## src/rtl/battery_display.sv

```systemverilog
// battery_display: subtract-10 decimal conversion of the battery level, two-digit
// scanned 7-segment drive, low/empty blink and charge dot. LOW_BEEP_EN adds a buzzer.
module battery_display #(
   parameter int unsigned SCAN_DIV   = 50000,
   parameter int unsigned LOW_THRESH = 20
) (
   input  logic       clk,
   input  logic       rst_n,
   input  logic [7:0] battery,
   input  logic       battery_empty,
   input  logic       sw0,
   input  logic       timer_500ms,
   input  logic       timer_250ms,
   output logic [7:0] seg,
   output logic [1:0] an,
   output logic       beep
);

   localparam int unsigned      CNT_W    = (SCAN_DIV > 1) ? $clog2(SCAN_DIV) : 1;
   localparam logic [CNT_W-1:0] CNT_LAST = CNT_W'(SCAN_DIV - 1);
   localparam logic [7:0]       THRESH   = 8'(LOW_THRESH);
   localparam logic [6:0]       DASH     = 7'h40;

   function automatic logic [6:0] glyph(input logic [3:0] d);
      case (d)
         4'd0:    glyph = 7'h3F;
         4'd1:    glyph = 7'h06;
         4'd2:    glyph = 7'h5B;
         4'd3:    glyph = 7'h4F;
         4'd4:    glyph = 7'h66;
         4'd5:    glyph = 7'h6D;
         4'd6:    glyph = 7'h7D;
         4'd7:    glyph = 7'h07;
         4'd8:    glyph = 7'h7F;
         4'd9:    glyph = 7'h6F;
         default: glyph = 7'h00;
      endcase
   endfunction

   typedef enum logic {CONV_IDLE, CONV_RUN} conv_state_t;

   conv_state_t conv_state, conv_next;
   logic [7:0]  level_q, level_d;
   logic [6:0]  rem, rem_d;
   logic [3:0]  tens_acc, tens_acc_d;
   logic [3:0]  tens_r, tens_r_d;
   logic [3:0]  ones_r, ones_r_d;
   logic        busy;

   assign busy = (conv_state == CONV_RUN);

   always_ff @(posedge clk or negedge rst_n) begin
      if (!rst_n) begin
         conv_state <= CONV_IDLE;
         level_q    <= 8'hFF;
         rem        <= '0;
         tens_acc   <= '0;
         tens_r     <= '0;
         ones_r     <= '0;
      end else begin
         conv_state <= conv_next;
         level_q    <= level_d;
         rem        <= rem_d;
         tens_acc   <= tens_acc_d;
         tens_r     <= tens_r_d;
         ones_r     <= ones_r_d;
      end
   end

   // Both digits are committed together in the final cycle, so the pair is never torn.
   always_comb begin
      conv_next  = conv_state;
      level_d    = level_q;
      rem_d      = rem;
      tens_acc_d = tens_acc;
      tens_r_d   = tens_r;
      ones_r_d   = ones_r;
      if (!busy) begin
         if (battery != level_q) begin
            level_d    = battery;
            rem_d      = (battery > 8'd99) ? 7'd99 : battery[6:0];
            tens_acc_d = '0;
            conv_next  = CONV_RUN;
         end
      end else if (rem >= 7'd10) begin
         rem_d      = rem - 7'd10;
         tens_acc_d = tens_acc + 4'd1;
      end else begin
         tens_r_d  = tens_acc;
         ones_r_d  = rem[3:0];
         conv_next = CONV_IDLE;
      end
   end

   logic [CNT_W-1:0] scan_cnt;
   logic             digit_sel;
   logic             blink_on;
   logic             blink_cond;

   assign blink_cond = (battery_empty || (level_q < THRESH)) && !sw0;

   always_ff @(posedge clk or negedge rst_n) begin
      if (!rst_n) begin
         scan_cnt  <= '0;
         digit_sel <= 1'b0;
         blink_on  <= 1'b1;
      end else begin
         if (scan_cnt == CNT_LAST) begin
            scan_cnt  <= '0;
            digit_sel <= ~digit_sel;
         end else begin
            scan_cnt <= scan_cnt + CNT_W'(1);
         end
         if (!blink_cond)
            blink_on <= 1'b1;
         else if (timer_500ms)
            blink_on <= ~blink_on;
      end
   end

   logic [7:0] seg_d;
   logic [1:0] an_d;

   always_comb begin
      seg_d = '0;
      an_d  = '0;
      if (blink_on) begin
         if (!digit_sel) begin
            an_d       = 2'b01;
            seg_d[6:0] = battery_empty ? DASH : glyph(ones_r);
            seg_d[7]   = sw0;
         end else begin
            an_d = 2'b10;
            if (battery_empty)
               seg_d[6:0] = DASH;
            else if (tens_r != 4'd0)
               seg_d[6:0] = glyph(tens_r);
         end
      end
   end

   always_ff @(posedge clk or negedge rst_n) begin
      if (!rst_n) begin
         seg <= '0;
         an  <= '0;
      end else begin
         seg <= seg_d;
         an  <= an_d;
      end
   end

`ifdef LOW_BEEP_EN
   typedef enum logic {BEEP_IDLE, BEEP_RUN} beep_state_t;

   beep_state_t beep_state, beep_next;
   logic [2:0]  tick_cnt, tick_cnt_d;
   logic        beep_q, beep_d;
   logic        sw0_q;
   logic        cross;

   // Crossing is judged at capture time: the old level_q against the incoming level.
   assign cross = !busy && (battery != level_q) && (level_q >= THRESH) &&
                  (battery < THRESH) && !sw0;

   always_ff @(posedge clk or negedge rst_n) begin
      if (!rst_n) begin
         beep_state <= BEEP_IDLE;
         tick_cnt   <= '0;
         beep_q     <= 1'b0;
         sw0_q      <= 1'b0;
      end else begin
         beep_state <= beep_next;
         tick_cnt   <= tick_cnt_d;
         beep_q     <= beep_d;
         sw0_q      <= sw0;
      end
   end

   always_comb begin
      beep_next  = beep_state;
      tick_cnt_d = tick_cnt;
      beep_d     = beep_q;
      if (sw0 && !sw0_q) begin
         beep_next  = BEEP_IDLE;
         tick_cnt_d = '0;
         beep_d     = 1'b0;
      end else if (cross) begin
         beep_next  = BEEP_RUN;
         tick_cnt_d = '0;
         beep_d     = 1'b0;
      end else if ((beep_state == BEEP_RUN) && timer_250ms) begin
         if (tick_cnt == 3'd5) begin
            beep_next  = BEEP_IDLE;
            tick_cnt_d = '0;
            beep_d     = 1'b0;
         end else begin
            tick_cnt_d = tick_cnt + 3'd1;
            beep_d     = ~beep_q;
         end
      end
   end

   assign beep = beep_q;
`else
   logic unused_timer_250ms;
   assign unused_timer_250ms = timer_250ms;
   assign beep = 1'b0;
`endif

endmodule

```

## config.mk

```make
export PLATFORM = sky130hd
export DESIGN_NAME = battery_display
export DESIGN_NICKNAME = d
export VERILOG_FILES = /design/src/rtl/battery_display.sv
export SDC_FILE = /design/constraint.sdc
export NUM_CORES = 1
export LEC_CHECK = 0
export ABC_AREA = 1
export CELL_PAD_IN_SITES_DETAIL_PLACEMENT = 1
export CELL_PAD_IN_SITES_GLOBAL_PLACEMENT = 1
export CORE_MARGIN = 5
export CORE_UTILIZATION = 43
export DETAILED_ROUTE_END_ITERATION = 10
export PLACE_DENSITY_LB_ADDON = 0.1
export RECOVER_POWER = 50
export SETUP_SLACK_MARGIN = 0.4
export SLEW_MARGIN = 20
export SYNTH_ARGS = -nofsm -noshare
export SYNTH_HDL_FRONTEND = slang
export SYNTH_SLANG_ARGS = --single-unit
```

## constraint.sdc

```tcl
create_clock -name clk -period 1.9 [get_ports clk]
set_input_delay 0.475 -clock clk [delete_from_list [all_inputs] [get_ports clk]]
set_output_delay 0.475 -clock clk [all_outputs]
set_load 0.01 [all_outputs]
```

==> results.json, run 1 <==
{
  "setup_slack_ns": 0.409,
  "cts_buffer_depth": 2,
  "cts_root_buffer": "clkbuf_8",
  "dp_slack_ns": -0.0866,
  "power_density_nw_per_um2": 1310,
  "die_x_um": 95.3,
  "r2r_slack_ns": 0.41,
  "hold_viol_final": 0,
  "antenna_cells": 0,
  "hold_ws_ns": 0.185,
  "clk_latency_ns": 0.31,
  "clock_power_share_pct": 14.7,
  "critPathKind": "flop to flop",
  "skew_ns": 0.0113,
  "p_leak_nw": 2.03,
  "viasPerCell": 5.05,
  "r2r_end": "rem[6]",
  "hp-class": "input pin to asynchronous set/reset pin",
  "ff2ff_path_depth": 8,
  "vdd_drop_max_uv": 733,
  "finalSetupViolations": 0,
  "layout.nets": 491,
  "place_congestion": 0.821,
  "yosys.area.top_type": "dfrtp_1",
  "cp-end-kind": "flop",
  "wl_per_cell_um": 14.2,
  "dp.cells": 534,
  "synth.area.mux_share_pct": 0,
  "htreeDepth": 2,
  "synth_top_area_share_pct": 37.6,
  "cp-start-kind": "flop",
  "synth-edff-count": 0,
  "worstReg2RegStart": "level_q[6]",
  "yosysWarningCount": 0,
  "grt_pass1_wl_um": 13200,
  "drtPass1Iterations": 4,
  "synth_top_flop_cell": "dfrtp_1",
  "seqPwrFrac_pct": 36.9,
  "detail-route-antenna-nets": 0,
  "grt_pass1_vias": 2863,
  "synth.avg_cell_area_sq_um": 7.69,
  "worstPathRequired_ns": 2.14,
  "dr.first_iter.drc_count": 42,
  "synth_top_family_by_area": "simple AND/OR/NAND/NOR gates",
  "cts_buffers": 5,
  "clock.fmax_mhz": 671,
  "max_cap_violations": 0,
  "timing.final.crit_share_pct": 78.5,
  "clock-sinks": 56,
  "power.total_mw": 5.25,
  "ys_top_cells_by_count": "103 x nand2_1, 53 x inv_1, 52 x nand3_1",
  "min_period_ns": 1.49,
  "synth_xor_area_share_pct": 3.08,
  "start_util_pct": 43.6,
  "rsz0062_at_grt": "true",
  "drc": 0,
  "nFillCells": 894,
  "die_height_um": 95.3,
  "yosysMostFrequentCell": "nand2_1",
  "power.internal_mw": 3.09,
  "grt_max_degree": 57,
  "p_sw_share_pct": 41.1,
  "core_area_sq_um": 7180,
  "dpl.hpwl_um": 5490,
  "drive_above_1_share_pct": 20.9,
  "clkTransAtPathRegs_ns": 0.10,
  "syn2layout_area_growth_pct": 27.6,
  "synth_area_sq_um": 3130,
  "worstPathMaxFanout": 4,
  "outcome": "finished, final reports clean",
  "synth-async-reset-ratio_pct": 100,
  "power.switching_mw": 2.16,
  "cts_tree": "done",
  "finalWirelength_um": 8040,
  "synth-seq-cells": 56,
  "antenna_found_initial": 0,
  "dpl_cell_area_sq_um": 3520,
  "grt_overflow": 0,
  "dieArea_sq_um": 9090,
  "ys_types": 31,
  "synthAdderAreaFrac_pct": 5.19,
  "yosys-top-cells-area": "dfrtp_1 38%, nand2_1 12%, nand3_1 8.3%",
  "port_buffers": 22,
  "layoutNonFillerInstCount": 564,
  "finalInstanceArea_sq_um": 4000,
  "io_pins": 25,
  "cp.arrival_ns": 1.74,
  "rows": 31,
  "synth-simple-area-share_pct": 29.6,
  "vias": 2847,
  "maxSlewViolCount": 0,
  "combPwrFrac_pct": 48.4,
  "grtUsageTotal_pct": 18.3,
  "yosysSeqAreaShare_pct": 45.1,
  "synth_compound_gate_area_share_pct": 8.19,
  "syn_nets": 434,
  "synth_cells": 407
}
worst max path at each step:
stage,start,cells after the start,end
after floorplan,rem[1],10,tens_acc[2]
after global placement,battery[6],8,level_q[0]
after detailed placement,battery[6],8,level_q[3]
after CTS,battery[1],11,rem[6]
after global routing,level_q[4],9,rem[6]
final,level_q[6],8,rem[6]
worst max-delay path: stages, from the launching register on:
cell and delay, ns:
dfstp_2 0.56, xnor2_1 0.13, nand2_1 0.12, nor2_4 0.14, nand2_4 0.14, buf_6 0.16, inv_1 0.04, nand3_1 0.06
nand2_1 0.06
layout make-up:
type / count / area, sq um / share of cell area, %
Inverter: 56 / 216 / 5.41
Tap cell: 99 / 124 / 3.10
Timing Repair Buffer: 55 / 494 / 12.4
Multi-Input combinational cell: 290 / 1640 / 41.1
Clock inverter: 1 / 30.0 / 0.751
Clock buffer: 7 / 76.3 / 1.91
Sequential cell: 56 / 1420 / 35.4
metrics by stage:
stage	utilization (%)	setup TNS, ns
floorplan	-	0
global placement	49.0	-0.582
detailed placement	49.0	-1.29
CTS	51.7	0
global route	55.7	0
finish	55.7	0
placed cells by master, fill, tap and decap left out, types with 2 or more instances in the layout:
| master | synthesis | final |
|---|---|---|
| dlygate4sd2_1 | 0 | 16 |
| nand2_8 | 0 | 3 |
| o21ai_1 | 1 | 7 |
| clkbuf_8 | 0 | 5 |
| inv_1 | 53 | 46 |
| nand2_4 | 1 | 5 |
| nor2_4 | 1 | 7 |
| nor3_1 | 6 | 6 |
| xnor2_1 | 3 | 2 |
| o21ai_0 | 27 | 17 |
| dfrtp_1 | 47 | 45 |
| buf_12 | 0 | 2 |
| inv_2 | 3 | 8 |
| clkdlybuf4s50_1 | 0 | 3 |
| o21ai_2 | 0 | 4 |
| o211ai_1 | 3 | 3 |
| nor2_2 | 5 | 2 |
| dfrtp_2 | 0 | 2 |
| nand2_1 | 103 | 92 |
| nand3_2 | 0 | 2 |
| clkbuf_1 | 1 | 3 |
| ha_1 | 13 | 12 |
| xor2_1 | 8 | 8 |
| nand2_2 | 3 | 9 |
| a21oi_1 | 11 | 10 |
| buf_6 | 4 | 2 |
| o22ai_1 | 2 | 2 |
| dfstp_2 | 9 | 8 |
| buf_4 | 1 | 28 |
| nand3_1 | 52 | 50 |
| nand4_1 | 2 | 2 |
| nor2_1 | 41 | 38 |
routing by layer:
layer	routed length (um)	track usage [%]
met1	3580	22.9
met2	4090	31.5
met3	242	3.24
met4	129	6.49
met5	0	0
flip-flops by register name, summed over array words and instances (netlist names):
register   flops
scan_cnt      16
level_q        8
seg            8
rem            7
ones_r         4
tens_acc       4
tens_r         4
an             2
blink_on       1
busy           1
digit_sel      1
logic make-up after synthesis:
| family | Yosys count |
|---|---|
| AND/OR/NAND/NOR | 216 |
| buffers and inverters | 63 |
| flip-flops | 56 |
| AO/OA/AOI/OAI | 47 |
| adder cells (fa/ha/maj) | 13 |
| XOR/XNOR | 11 |
| other | 1 |
power by group through the flow:
stage / clock network, mW / logic (mW) / registers [mW]
detailed placement: 0 / 1.97 / 1.96
global route: 0.854 / 2.85 / 1.99
CTS: 0.805 / 2.09 / 1.92
finish: 0.774 / 2.54 / 1.94
floorplan: 0 / 1.43 / 1.91
global placement: 0 / 1.87 / 1.93
what timing repair did:
action                     CTS  global route
hold buffers                 0             0
setup endpoints to repair   43            41
gates cloned                 1             2
hold endpoints to repair     0             0
pin swaps                    6            12
resized for setup           29            52
setup buffers                5            14
No activity file was read; power rests on OpenSTA's default activity.
==> inputs of run 2 (changes only) <==
--- a/config.mk
+++ b/config.mk
@@ -9,7 +9,7 @@
 export CELL_PAD_IN_SITES_DETAIL_PLACEMENT = 1
 export CELL_PAD_IN_SITES_GLOBAL_PLACEMENT = 1
 export CORE_MARGIN = 5
-export CORE_UTILIZATION = 43
+export CORE_UTILIZATION = 39
 export DETAILED_ROUTE_END_ITERATION = 10
 export PLACE_DENSITY_LB_ADDON = 0.1
 export RECOVER_POWER = 50
==> constraint.sdc (replaced) <==
create_clock -name clk -period 1.2 [get_ports clk]
set_input_delay 0.3 -clock clk [delete_from_list [all_inputs] [get_ports clk]]
set_output_delay 0.3 -clock clk [all_outputs]
set_load 0.01 [all_outputs]
==> run 2 against run 1 <==
Effect of this change: the run now ends with setup timing left; register-to-register slack worse by 0.82 ns; sequential power is 58% higher; sequential cell count stayed put; sequential share of layout area is 6.5 points lower; global-route usage is 2.3 points higher; combinational power is 140% higher; design area is 22% higher; wire length is 46% higher; count of clock-buffer cells in the layout stayed put; clock power is 40% higher; die area is 9.2% higher; largest cell class unchanged; largest power group unchanged.
==> results.json, run 2 (synthesis results as in run 1) <==
{
  "seq_area_sq_um": 1410,
  "cp.arrival_ns": 1.85,
  "multi_input_area_sq_um": 2060,
  "cts_tree": "done",
  "grt_overflow": 0,
  "cp-start-kind": "flop",
  "core_area_sq_um": 7770,
  "cp-end-kind": "flop",
  "reg_top3": "scan_cnt x16, level_q x8, seg x8",
  "htreeDepth": 2,
  "power.total_mw": 10.2,
  "cts_buffer_depth": 2,
  "max_cap_violations": 0,
  "p_leak_nw": 2.44,
  "violations": "setup timing",
  "layout.nets": 548,
  "start_util_pct": 40.3,
  "tns_ns": -11.92,
  "slew-limit-headroom_pct": 47.7,
  "worstPathMaxFanout": 8,
  "finalSetupViolations": 51,
  "vdd_drop_max_uv": 1110,
  "grt_pass1_wl_um": 16300,
  "grt_max_degree": 57,
  "clkTransAtPathRegs_ns": 0.11,
  "layoutNonFillerInstCount": 624,
  "largest_reg_flops": 16,
  "drtPass1Iterations": 4,
  "timing.final.crit_share_pct": 135,
  "die_height_um": 99.6,
  "power_density_nw_per_um2": 2100,
  "antenna_cells": 0,
  "skew_ns": 0.0152,
  "tightest_slew_ns": 0.785,
  "worstPathRequired_ns": 1.43,
  "grtUsageTotal_pct": 20.6,
  "die_x_um": 99.6,
  "clock-sinks": 56,
  "cts_root_buffer": "clkbuf_8",
  "antenna_found_initial": 0,
  "grt_pass1_vias": 3363,
  "dp.cells": 591,
  "min_period_ns": 1.62,
  "drc": 0,
  "hold_viol_final": 0,
  "cts_buffers": 5,
  "rows": 32,
  "rsz0062_at_grt": "true",
  "outcome": "finished, violations left",
  "largest_register": "scan_cnt",
  "drive_above_1_share_pct": 47.3,
  "io_pins": 25,
  "layout_commonest_cell": "nand2_1",
  "syn2layout_area_growth_pct": 56.1,
  "port_buffers": 22,
  "dpl.hpwl_um": 6240,
  "detail-route-antenna-nets": 0,
  "vias": 3255,
  "clock.fmax_mhz": 619,
  "finalWirelength_um": 11700,
  "wl_per_cell_um": 18.8,
  "viasPerCell": 5.22,
  "dr.first_iter.drc_count": 78,
  "critPathKind": "flop to flop",
  "setup_slack_ns": -0.416,
  "nFillCells": 901,
  "hp-class": "input pin to asynchronous set/reset pin",
  "dieArea_sq_um": 9920,
  "final_cell_mix": "79 x nand2_1, 67 x buf_4, 47 x dfrtp_1",
  "clk_latency_ns": 0.33,
  "maxSlewViolCount": 0,
  "place_congestion": 0.776
}
run 2: worst paths after layout:
kind                            startpoint         end  slack (ns)  cells after the start
worst min register to register  level_q[1]  level_q[1]        0.50                      2
worst max-delay path                rem[2]   ones_r[0]       -0.42                     10
worst max register to register      rem[2]   ones_r[0]       -0.42                     10
max in group asynchronous            rst_n        busy        0.53                      2
min in group clk                level_q[1]  level_q[1]        0.50                      2
worst min-delay path                 rst_n      seg[4]        0.16                      2
run 2: layout make-up:
type | instances | area share, %
Multi-Input combinational cell | 289 | 42.1
Inverter | 56 | 4.76
Clock buffer | 7 | 1.56
Clock inverter | 1 | 0.102
Tap cell | 102 | 2.61
Timing Repair Buffer | 113 | 20.0
Sequential cell | 56 | 28.9
run 2: metrics by stage:
step / util, % / instance area, sq um / hold WS [ns] / setup slack, ns
floorplan: - / 3270 / 0.00441 / -0.136
global placement: 52.5 / 4080 / 0.326 / -0.566
detailed placement: 52.5 / 4080 / 0.327 / -0.638
CTS: 59.0 / 4580 / -0.0176 / -0.278
global route: 62.9 / 4890 / 0.226 / -0.454
finish: 62.9 / 4890 / 0.163 / -0.416
run 2: power breakdown:
part | internal [mW] | switching [mW] | leakage (nW)
clock | 0.413 | 0.669 | 0.0422
sequential | 2.55 | 0.506 | 0.685
combinational | 2.77 | 3.33 | 1.71
run 2: routing by layer:
| metal | global-route usage (%) | vias to the layer above | routed length, um |
|---|---|---|---|
| met5 | 0 | - | 0 |
| met4 | 5.99 | 0 | 357 |
| met3 | 2.38 | 30 | 370 |
| met2 | 38.4 | 74 | 6110 |
| met1 | 24.7 | 1627 | 4880 |
| li1 | - | 1524 | - |
run 2: repair_timing:
| item | 4_1_cts | 5_1_grt |
|---|---|---|
| endpoints found under the hold margin | 47 | 13 |
| gates cloned | 1 | 1 |
| resized for setup | 127 | 52 |
| pin swaps | 36 | 35 |
| setup endpoints to repair | 65 | 65 |
| setup buffers | 12 | 11 |
run 2: worst max-delay path: stages (launching register included):
cell     delay (ns)
dfrtp_1        0.42
inv_2          0.10
ha_4           0.15
nor2_4         0.05
nor2_2         0.09
nand2_2        0.10
nor2_4         0.17
buf_12         0.13
buf_12         0.13
nand2_4        0.05
o21ai_1        0.13
==> edit: new RTL, config.mk and constraints of run 2 <==
Change the parameter `SCAN_DIV` from 50000 to 25000.
--- a/src/rtl/battery_display.sv
+++ b/src/rtl/battery_display.sv
@@ -3,3 +3,3 @@
 module battery_display #(
-   parameter int unsigned SCAN_DIV   = 50000,
+   parameter int unsigned SCAN_DIV   = 25000,
    parameter int unsigned LOW_THRESH = 20
Check against the original RTL: no difference found for any inputs over 10 cycles, from zero or initial values and one cycle with rst_n low; that may be too few to reach the edited logic, so the function may still have changed.
==> edit against run 2 <==
The run still ends with negative setup slack left; sequential cell count down 1; sequential power about the same; final area up 9.5%; combinational power up 8.5%; non-clock buffer count up 33; worst hold slack better by 0.089 ns; largest power group unchanged; worst setup slack worse by 0.11 ns; power up 7.3%; synthesized cell count up 1.7%; largest cell class unchanged; routed wire length up 31%; synthesized area up 3.6%; count of clock-buffer cells in the layout unchanged.
==> edit: results <==
group,metric,value,unit
run_status,status,"complete, but fails checks",
run_status,violations,"negative setup slack",
detailed_routing,via_per_inst,5.45,
global_route,use_met3,0.0337,
global_route,grt_max_degree,35,
layout,n_antenna_cell,0,
synth,ys_warn_count,0,
layout,final_layout_size_suffix_gt1_frac,0.573,
clocking,post-cts-setup-buffers,16,
layout,top_regs,"scan_cnt (15), level_q (8), seg (8)",
power,p_leak,2.53,nW
placed_design,place_hpwl,6980,µm
clocking,cts_resized,136,
synth,synthTopCellsByArea,"dfrtp_1, nand2_1, nand3_1, dfstp_2, inv_1",
synth,synth_xor_area_frac,0.0270,
clocking,clk_path_buf_depth,2,
synth,syn-num-nets,441,
sta,setup-violations-final,53,
worst_setup_path,crit_path_max_incr_delay,0.61,ns
detailed_routing,top_layer,"met4",
layout,layout.cells.non_filler,670,
sta,fin_worst_skew,0.0162,ns
sta,finalSetupTns,-12.71,ns
sta,period_share,1.44,
layout,fillers,934,
placed_design,io_buffers,22,
sta,finalWorstSetupSlack,-0.522,ns
global_route,track_usage,0.222,
synth,synthDistinctLibCells,39,
global_route,grt_pass1_wl,18000,µm
global_route,grt.busiest_layer,"met2",
worst_setup_path,cp.arrival,1.96,ns
global_route,grt_use_met1,0.258,
synth,synth_compound_area_frac,0.0933,
global_route,met2_usage,0.413,
worst_setup_path,path_delay_family,"flip-flops",
detailed_routing,dr_wl_met2,8280,µm
detailed_routing,wl_met1,5970,µm
synth,synthMuxAreaShare,0,
sta,maxSlewHeadroom,0.255,
worst_setup_path,cp_max_fo,6,
power,vdd_drop_max,1.29,mV
detailed_routing,drt_iter0_markers,128,
placed_design,gp_congestion,0.795,
worst_setup_path,cp_slowest_cell,"dfstp_2",
detailed_routing,routed-wl-met3,509,µm
synth,ys_top_cells_by_count,"nand2_1, nand3_1, inv_1",
placed_design,dp_cells,624,
detailed_routing,wl_per_cell,22.8,µm
layout,nets,591,
synth,ys_seq_area_frac,0.428,
synth,synthAdderAreaFrac,0.0501,
synth,netlist_instances,414,
global_route,grt_pass1_vias,3671,
-- edit: cell types whose count changed after synthesis, moves of 2 or more --
cell,change
nand3_2,+3
o21bai_1,+2
nor4_1,+2
nand2_1,-5
nor3_4,+2
o21ai_2,+4
buf_6,-3
inv_2,+3
inv_1,-2
-- edit: through the flow --
step	setup slack, ns	cell area [µm²]	power [mW]
finish	-0.522	5350	11.0
global route	-0.522	5350	11.5
CTS	-0.294	4860	9.32
detailed placement	-0.656	4340	7.53
global placement	-0.553	4340	7.31
floorplan	-0.129	3370	5.67
-- edit: cell families (layout without fill, tap and decap cells) --
group / Yosys count / count (layout)
simple gates: 219 / 222
buf+inv: 63 / 211
flops: 55 / 55
compound gates: 53 / 53
fa+ha+maj: 13 / 13
xor+xnor: 10 / 10
other cells: 1 / 1
-- edit: path summary, 6_finish.rpt --
| path | start | endpoint | slack, ns | cells past startpoint |
|---|---|---|---|---|
| setup / recovery | level_q[7] | level_q[7] | -0.52 | 10 |
| hold / removal | rst_n | ones_r[0] | 0.25 | 2 |
| setup reg to reg | level_q[7] | level_q[7] | -0.52 | 10 |
| hold reg to reg | level_q[1] | level_q[1] | 0.51 | 2 |
| max in group asynchronous | rst_n | tens_r[0] | -0.14 | 3 |
| min in group clk | battery[2] | level_q[2] | 0.41 | 3 |
-- edit: power breakdown --
group	leakage, nW	switching [mW]	internal [mW]
clock	0.0524	0.674	0.628
combinational	1.81	3.77	2.85
sequential	0.663	0.544	2.52
-- edit: final cells by class --
cell class / instances / area, µm² / share of cell area
clock buffers: 7 / 76.3 / 0.0143
clock inverters: 1 / 30.0 / 0.00561
inverters: 57 / 231 / 0.0432
multi-input cells: 299 / 2300 / 0.430
flip-flops and latches: 55 / 1400 / 0.261
well taps: 105 / 131 / 0.0245
repair buffers: 146 / 1190 / 0.222
